### config.mk
export PLATFORM = sky130hd
export DESIGN_NAME = branch_target_predictor
export DESIGN_NICKNAME = d
export VERILOG_FILES = /design/src/rtl/branch_target_predictor.sv
export SDC_FILE = /design/constraint.sdc
export NUM_CORES = 2
export LEC_CHECK = 0
export ABC_CLOCK_PERIOD_IN_PS = 5200
export CAP_MARGIN = 20
export CORE_MARGIN = 4
export CORE_UTILIZATION = 50
export CTS_CLUSTER_DIAMETER = 100
export DETAILED_ROUTE_END_ITERATION = 6
export PLACE_DENSITY = 0.71
export SETUP_SLACK_MARGIN = 0.5
export SYNTH_ARGS = -nofsm -noshare
export SYNTH_HDL_FRONTEND = slang
export SYNTH_SLANG_ARGS = --single-unit
### constraint.sdc
create_clock -name clk -period 5.2 [get_ports clk]
set_input_delay 1.04 -clock clk [delete_from_list [all_inputs] [get_ports clk]]
set_output_delay 1.04 -clock clk [all_outputs]
set_load 0.03 [all_outputs]
### src/rtl/branch_target_predictor.sv
// Next-PC predictor for the fetch stage: direct-mapped BTB with 2-bit counters,
// trained by branch/JAL resolution in EX, plus resolution/mispredict statistics.
module branch_target_predictor #(
  parameter int DBITS    = 32,
  parameter int IDX_BITS = 4,
  parameter int TAG_BITS = DBITS - IDX_BITS - 2
) (
  input  logic             clk,
  input  logic             reset,
  input  logic [DBITS-1:0] fetch_pc,
  output logic             pred_taken,
  output logic [DBITS-1:0] pred_next_pc,
  input  logic             ex_valid,
  input  logic [DBITS-1:0] ex_pc,
  input  logic             ex_pred_taken,
  input  logic [DBITS-1:0] ex_pred_target,
  input  logic             ex_taken,
  input  logic [DBITS-1:0] ex_target,
  output logic             mispredict,
  output logic [DBITS-1:0] recover_pc,
  output logic [31:0]      stat_branches,
  output logic [31:0]      stat_mispredicts
);

  localparam int ENTRIES = 1 << IDX_BITS;

  logic                valid_q  [ENTRIES];
  logic [TAG_BITS-1:0] tag_q    [ENTRIES];
  logic [DBITS-1:0]    target_q [ENTRIES];
  logic [1:0]          cnt_q    [ENTRIES];

  logic [31:0] branches_q, branches_d;
  logic [31:0] mispredicts_q, mispredicts_d;

  logic [IDX_BITS-1:0] fetch_idx;
  logic [TAG_BITS-1:0] fetch_tag;
  logic                fetch_hit;
  logic [IDX_BITS-1:0] ex_idx;
  logic [TAG_BITS-1:0] ex_tag;
  logic                ex_hit;

  logic                upd_en;
  logic [DBITS-1:0]    upd_target;
  logic [1:0]          upd_cnt;

  assign fetch_idx = fetch_pc[IDX_BITS+1:2];
  assign fetch_tag = fetch_pc[DBITS-1:IDX_BITS+2];
  assign ex_idx    = ex_pc[IDX_BITS+1:2];
  assign ex_tag    = ex_pc[DBITS-1:IDX_BITS+2];

  // Lookup reads the stored array directly, so a same-cycle update is not visible yet.
  assign fetch_hit    = valid_q[fetch_idx] && (tag_q[fetch_idx] == fetch_tag);
  assign pred_taken   = fetch_hit && cnt_q[fetch_idx][1];
  assign pred_next_pc = pred_taken ? target_q[fetch_idx] : fetch_pc + DBITS'(4);

  assign ex_hit = valid_q[ex_idx] && (tag_q[ex_idx] == ex_tag);

  assign mispredict = ex_valid &&
                      ((ex_taken != ex_pred_taken) ||
                       (ex_taken && (ex_target != ex_pred_target)));
  assign recover_pc = ex_taken ? ex_target : ex_pc + DBITS'(4);

  always_comb begin
    upd_en     = 1'b0;
    upd_target = target_q[ex_idx];
    upd_cnt    = cnt_q[ex_idx];
    if (ex_valid) begin
      if (ex_hit) begin
        upd_en = 1'b1;
        if (ex_taken) begin
          upd_target = ex_target;
          upd_cnt    = (cnt_q[ex_idx] == 2'd3) ? 2'd3 : cnt_q[ex_idx] + 2'd1;
        end else begin
          upd_cnt    = (cnt_q[ex_idx] == 2'd0) ? 2'd0 : cnt_q[ex_idx] - 2'd1;
        end
      end else if (ex_taken) begin
        // A taken miss evicts whatever shares the index and starts weakly taken.
        upd_en     = 1'b1;
        upd_target = ex_target;
        upd_cnt    = 2'd2;
      end
    end
  end

  always_comb begin
    branches_d    = branches_q;
    mispredicts_d = mispredicts_q;
    if (ex_valid) begin
      branches_d = branches_q + 32'd1;
    end
    if (mispredict) begin
      mispredicts_d = mispredicts_q + 32'd1;
    end
  end

  always_ff @(posedge clk) begin
    if (reset) begin
      for (int i = 0; i < ENTRIES; i++) begin
        valid_q[i]  <= 1'b0;
        tag_q[i]    <= '0;
        target_q[i] <= '0;
        cnt_q[i]    <= 2'd1;
      end
    end else if (upd_en) begin
      valid_q[ex_idx]  <= 1'b1;
      tag_q[ex_idx]    <= ex_tag;
      target_q[ex_idx] <= upd_target;
      cnt_q[ex_idx]    <= upd_cnt;
    end
  end

  always_ff @(posedge clk) begin
    if (reset) begin
      branches_q    <= '0;
      mispredicts_q <= '0;
    end else begin
      branches_q    <= branches_d;
      mispredicts_q <= mispredicts_d;
    end
  end

  assign stat_branches    = branches_q;
  assign stat_mispredicts = mispredicts_q;

endmodule

# Word level (Yosys, flattened, before mapping)

Memory sizes are Yosys's and may differ from the RTL's.
Index checks and enable logic that the tools add are counted.

Memories kept: 4
Bits of input ports: 133
Output and inout bits: 130
Bits in writable memories: 976
Register bits: 64
Word-level logic and storage cells: 61

Memories:

| memory   | depth | bits a word | read ports | clocked after Yosys merged registers in | wr ports | RTL line | text |
|---|---|---|---|---|---|---|---|
| target_q | 16    | 32          | 1          | 0                                       | 16       | 29       | `logic [DBITS-1:0] target_q [ENTRIES];` |
| tag_q    | 16    | 26          | 2          | 0                                       | 16       | 28       | `logic [TAG_BITS-1:0] tag_q [ENTRIES];` |
| cnt_q    | 16    | 2           | 2          | 0                                       | 16       | 30       | `logic [1:0] cnt_q [ENTRIES];` |
| valid_q  | 16    | 1           | 2          | 0                                       | 16       | 27       | `logic valid_q [ENTRIES];` |

Reduce and logical (&&, ||, !) cells: 12
Equal/unequal tests: 7
Multiplexer cells: 30
Add/sub/neg operators: 6

Operators with widths:

| operator                                         | number |
|---|---|
| two-way mux 32 bit                               | 5 |
| adder 32 x 1 -> 32 bit, second input constant    | 2 |
| adder 32 x 3 -> 32 bit, second input constant    | 2 |
| == test 26 bit                                   | 2 |
| != test 32 bit                                   | 1 |
| OR reduction 32 bit                              | 1 |
| two-way mux 26 bit                               | 1 |
| OR reduction 26 bit                              | 1 |
| two-way mux 4 bit                                | 4 |
| two-way mux 2 bit                                | 7 |
| two-way mux 1 bit                                | 13 |
| logical AND 1 bit                                | 5 |
| AND reduction 3 bit                              | 1 |
| adder 2 x 1 -> 2 bit, second input constant      | 1 |
| == test 2 bit, second input constant             | 1 |
| logical NOT 2 bit                                | 1 |
| != test 2 bit, second input constant             | 1 |
| OR reduction 2 bit                               | 1 |
| subtractor 2 x 1 -> 2 bit, second input constant | 1 |
| logical OR 1 bit                                 | 1 |
| != test 1 bit                                    | 1 |
| != test 1 bit, second input constant             | 1 |
| OR reduction 1 bit                               | 1 |

# Logic depth before layout (Yosys ltp)

An unclocked memory read counts as a cell.

Depth in word-level cells: 11
Mapped depth: 15
Depth with buffers taken out: 9

# Least setup slack after synthesis

No wires, ideal clock.

Path kind: input -> output
Start: input fetch_pc[2]
End: output pred_next_pc[2]
Required time: 4.160 ns
Path buffers: 4
Slack: -0.162 ns
Arrival: 4.322 ns
Stages on the path: 11
Cells stage by stage: clkbuf_1 > buf_1 > mux4_2 > mux4_2 > xnor2_1 > nand4_1 > nor4_1 > and3_1 > buf_2 > buf_2 > o21ai_0

Cells in the longest elaborated chain, start to end: 5
Elaborated cells between the ends (all ways): 9
Those cells by class: 1 x add/sub; 1 x eq/ne; 1 x mux; 2 x reduce/logical; 4 x memory

Ends and longest elaborated chain:

| item                   | RTL line | text |
|---|---|---|
| start, declared        | 10       | `input logic [DBITS-1:0] fetch_pc,` |
| memory (16 x 26 bit)   | --       |  |
| == test 26 bit         | 52       | `assign fetch_hit = valid_q[fetch_idx] && (tag_q[fetch_idx] == fetch_tag);` |
| logical AND 1 bit      | 52       |  |
| logical AND 1 bit (*)  | 53       | `assign pred_taken = fetch_hit && cnt_q[fetch_idx][1];` |
| via pred_taken         | 11       | `output logic pred_taken,` |
| two-way mux 32 bit (*) | 54       | `assign pred_next_pc = pred_taken ? target_q[fetch_idx] : fetch_pc + DBITS'(4);` |
| end, declared          | 12       | `output logic [DBITS-1:0] pred_next_pc,` |

Mark *: on every way through the listed nets, which the timed path passes. The rest lies on a longest branch.

# Final worst setup path

Start: input fetch_pc[2]
End: output pred_next_pc[1]

Cells in the longest elaborated chain, start to end: 5
Elaborated cells between the ends (all ways): 8
Those cells by class: 1 x eq/ne; 1 x mux; 2 x reduce/logical; 4 x memory

Ends and longest elaborated chain:

| item                   | RTL line |
|---|---|
| memory (16 x 26 bit)   | -- |
| == test 26 bit         | 52 |
| logical AND 1 bit      | 52 |
| logical AND 1 bit      | 53 |
| two-way mux 32 bit (*) | 54 |

Mark *: on every way between the ends. The rest lies on a longest branch, timed or not.

==> flow_summary.ini <==
[status]
status = finished with violations
violations = setup timing

[critical_path]
slowest_delay_ns = 0.50
crit_cells = 13
r2r_cells = 12
required_ns = 4.16
critPathCapture = pred_next_pc[1]
r2r-end = tag_q[0][17]$_SDFFCE_PN0P_
startpoint_type = primary input
reg2reg_slack_ns = 1.16
cpLargestDelayFamily = multiplexers
crit_chain = buf_16, buf_12, buf_16, mux4_2, mux4_2, xnor2_2, nand2_2, nor4_4, buf_4, and3_4, clkbuf_16, mux2_4, buf_6
critPathKind = in2out
critPathMaxFanout = 8
path_buf_inv = 6
r2r-start = tag_q[8][0]$_SDFFCE_PN0P_
startpoint = fetch_pc[2]
cp_slowest_cell = mux4_2
end_kind = primary output
cp.arrival_ns = 4.31

[clocking]
clock_latency_ns = 0.72
root_buffer = clkbuf_16
cts_buffer_depth = 3
clock_sinks = 1040
hold_buffers = 0
cts_buffers = 108
cts_tree = built
clk_pin_slew_ns = 0.06
h-tree-depth = 3

[final_layout]
fillers = 7692
area_growth_pct = 21.9
nNetsFinal = 4314
drive_above_1_share_pct = 27.4
final_cell_mix = edfxtp_1 (960), and2_1 (878), mux4_2 (388), buf_4 (294), clkdlybuf4s50_1 (186)
final_common_cell = edfxtp_1

[routing]
drtPass1Iterations = 6
dr_total_vias = 36700
via_per_inst = 6.50
drc_errors = 0
wl_per_cell_um = 33.5
drtIter0Drc = 5900
routed_wl_mm = 189
ant_nets = 0

[sta]
layout_min_cycle_time_ns = 5.35
finalClockSkew_ns = 0.0713
hold_viol = 0
post-route-period-util_pct = 103
worstMarginPinSlew_ns = 1.07
slew_headroom_pct = 28.6
rsz0062_at_grt = yes
setup_ws_ns = -0.151
slew_violations = 0
max_freq_mhz = 187
whs_ns = 0.479
final-setup-viol-count = 32

[pwr]
switching_power_mw = 5.04
combPwrFrac_pct = 13.2
vdd_ir_drop_max_mv = 0.294
clkPwrFrac_pct = 38.1
switching_share_pct = 25.2
power.total_mw = 20.0
p_leak_nw = 23.1
pwr_density_cell_mw_per_mm2 = 308
p_seq_share_pct = 48.7
internal-power_mw = 14.9

[placed_design]
place_ws_ns = -0.680
dp_hpwl_mm = 125
numPortBuffers = 262
gp_congestion = 1.03

[grt]
antenna_found_initial = 6
grt_usage_pct = 33.5
grt_pass1_wl_mm = 266
grt_max_degree = 85
grt_pass1_vias = 36000
grt_overflow = 0

[logic_synthesis]
async_reset_ff_share_pct = 0
synth_area_mm2 = 0.0532
netlist-cell-type-count = 67
synth_seq_cells = 1040
synth-main-ff-cell = edfxtp_1
yosysSeqAreaShare_pct = 57.2
syn_inst = 3752
syn-num-nets = 3892
syn_avg_cell_area_um2 = 14.2
yosys_warnings = 0
synth_edf_count = 960

[floorplan]
floorplan.die.width_um = 334
die_y_um = 334
start_util_pct = 50.5
boundaryPins = 263
rows = 119
fp.dieArea_mm2 = 0.112
core_area_mm2 = 0.105

[flow_run]
drv_cap = 0

[min_path]
hold_class = reg2reg
cells in the mapped netlist, types with 5 or more instances:
cell type | n | area, um^2
nand2b_1 | 5 | 31.3
nand3_1 | 51 | 255
and4_1 | 7 | 61.3
buf_2 | 48 | 240
o22ai_1 | 6 | 37.5
a22oi_1 | 15 | 113
dfxtp_1 | 80 | 1600
a21o_1 | 16 | 120
a21oi_1 | 36 | 180
ha_1 | 7 | 87.6
buf_6 | 5 | 56.3
clkbuf_1 | 230 | 863
nor2b_1 | 28 | 175
nand2_1 | 171 | 642
nor4_1 | 15 | 93.8
a21oi_4 | 9 | 146
xnor2_1 | 102 | 893
a221oi_1 | 5 | 43.8
inv_1 | 30 | 113
mux2_2 | 15 | 169
nand4_1 | 39 | 244
mux4_2 | 388 | 8740
nor3_1 | 22 | 110
buf_4 | 29 | 218
a31oi_1 | 6 | 37.5
buf_1 | 25 | 93.8
a22o_1 | 9 | 78.8
and2_1 | 878 | 5490
or3_1 | 28 | 175
and3_1 | 74 | 463
nor2_1 | 88 | 330
or2_1 | 10 | 62.6
edfxtp_1 | 960 | 28800
o21ai_0 | 117 | 586
mux2i_1 | 72 | 721
xor2_1 | 75 | 657
or2_2 | 11 | 68.8
o211ai_1 | 6 | 45.0
metrics by stage:
| step | util, % | area, um^2 | TNS (ns) | std cells |
|---|---|---|---|---|
| after CTS | 61.1 | 64400 | -1.32 | 5645 |
| after global routing | 61.6 | 64900 | -3.95 | 5653 |
| after floorplan | - | 53500 | 0 | 3752 |
| final | 61.6 | 64900 | -2.95 | 5655 |
| after detailed placement | 57.3 | 60400 | -17.98 | 5427 |
| after global placement | 57.3 | 60400 | -17.39 | 5427 |
cell families (layout without fill, tap and decap cells):
group / after synthesis / after routing / synth area share [%]
muxes: 477 / 477 / 18.1
AOI/OAI and AO/OA: 247 / 247 / 3.02
adders and majority gates: 8 / 8 / 0.183
DFF: 1040 / 1040 / 57.2
other: 0 / 2 / 0
buffers and inverters: 370 / 880 / 3.02
and+or+nand+nor: 1433 / 1433 / 15.5
xor gates and xnor gates: 177 / 177 / 2.91
cell type report:
type | count | area [um^2] | share of cell area [%]
diodes | 2 | 5.00 | 0.00771
well taps | 1391 | 1740 | 2.68
multi-input cells | 2342 | 22000 | 33.9
clock buffers | 131 | 2830 | 4.36
repair buffers | 650 | 7190 | 11.1
inverters | 32 | 120 | 0.185
clock inverters | 67 | 578 | 0.891
flip-flops and latches | 1040 | 30400 | 46.9
sequential cells by signal, indices dropped and copies added, names as in the netlist:
name	flops
cnt_q	32
valid_q	16
tag_q	416
stat_mispredicts	32
stat_branches	32
target_q	512
power by group through the flow:
stage	combinational (mW)	sequential [mW]	clock, mW
after floorplan	1.34	9.81	0
after global placement	2.48	9.87	0
after detailed placement	2.50	9.89	0
after CTS	2.56	9.71	7.66
after global routing	2.70	9.75	8.01
final	2.64	9.73	7.62
routing by layer:
| layer | vias to the layer above | wire length [um] | GRT usage, % |
|---|---|---|---|
| li1 | 14800 | - | - |
| met1 | 18500 | 66000 | 43.3 |
| met3 | 646 | 24500 | 9.10 |
| met5 | - | 41 | 0 |
| met2 | 2808 | 86600 | 52.0 |
| met4 | 8 | 12200 | 17.9 |
how the worst min path moves through the flow:
stage,from,endpoint,slack [ns],cells after the start
final,valid_q[10]$_DFF_P_,valid_q[10]$_DFF_P_,0.48,1
after global placement,valid_q[14]$_DFF_P_,valid_q[14]$_DFF_P_,0.46,1
after detailed placement,valid_q[10]$_DFF_P_,valid_q[10]$_DFF_P_,0.47,1
after floorplan,valid_q[1]$_DFF_P_,valid_q[1]$_DFF_P_,0.44,1
after CTS,valid_q[10]$_DFF_P_,valid_q[10]$_DFF_P_,0.48,1
after global routing,valid_q[14]$_DFF_P_,valid_q[14]$_DFF_P_,0.50,1
what timing repair did:
item / in CTS / in global routing
gates cloned: 5 / 3
pin swaps: 8 / 14
endpoints found under the setup margin: 52 / 50
setup buffers: 15 / 5
gates resized for setup: 75 / 86
No activity file was read; power rests on OpenSTA's default activity.
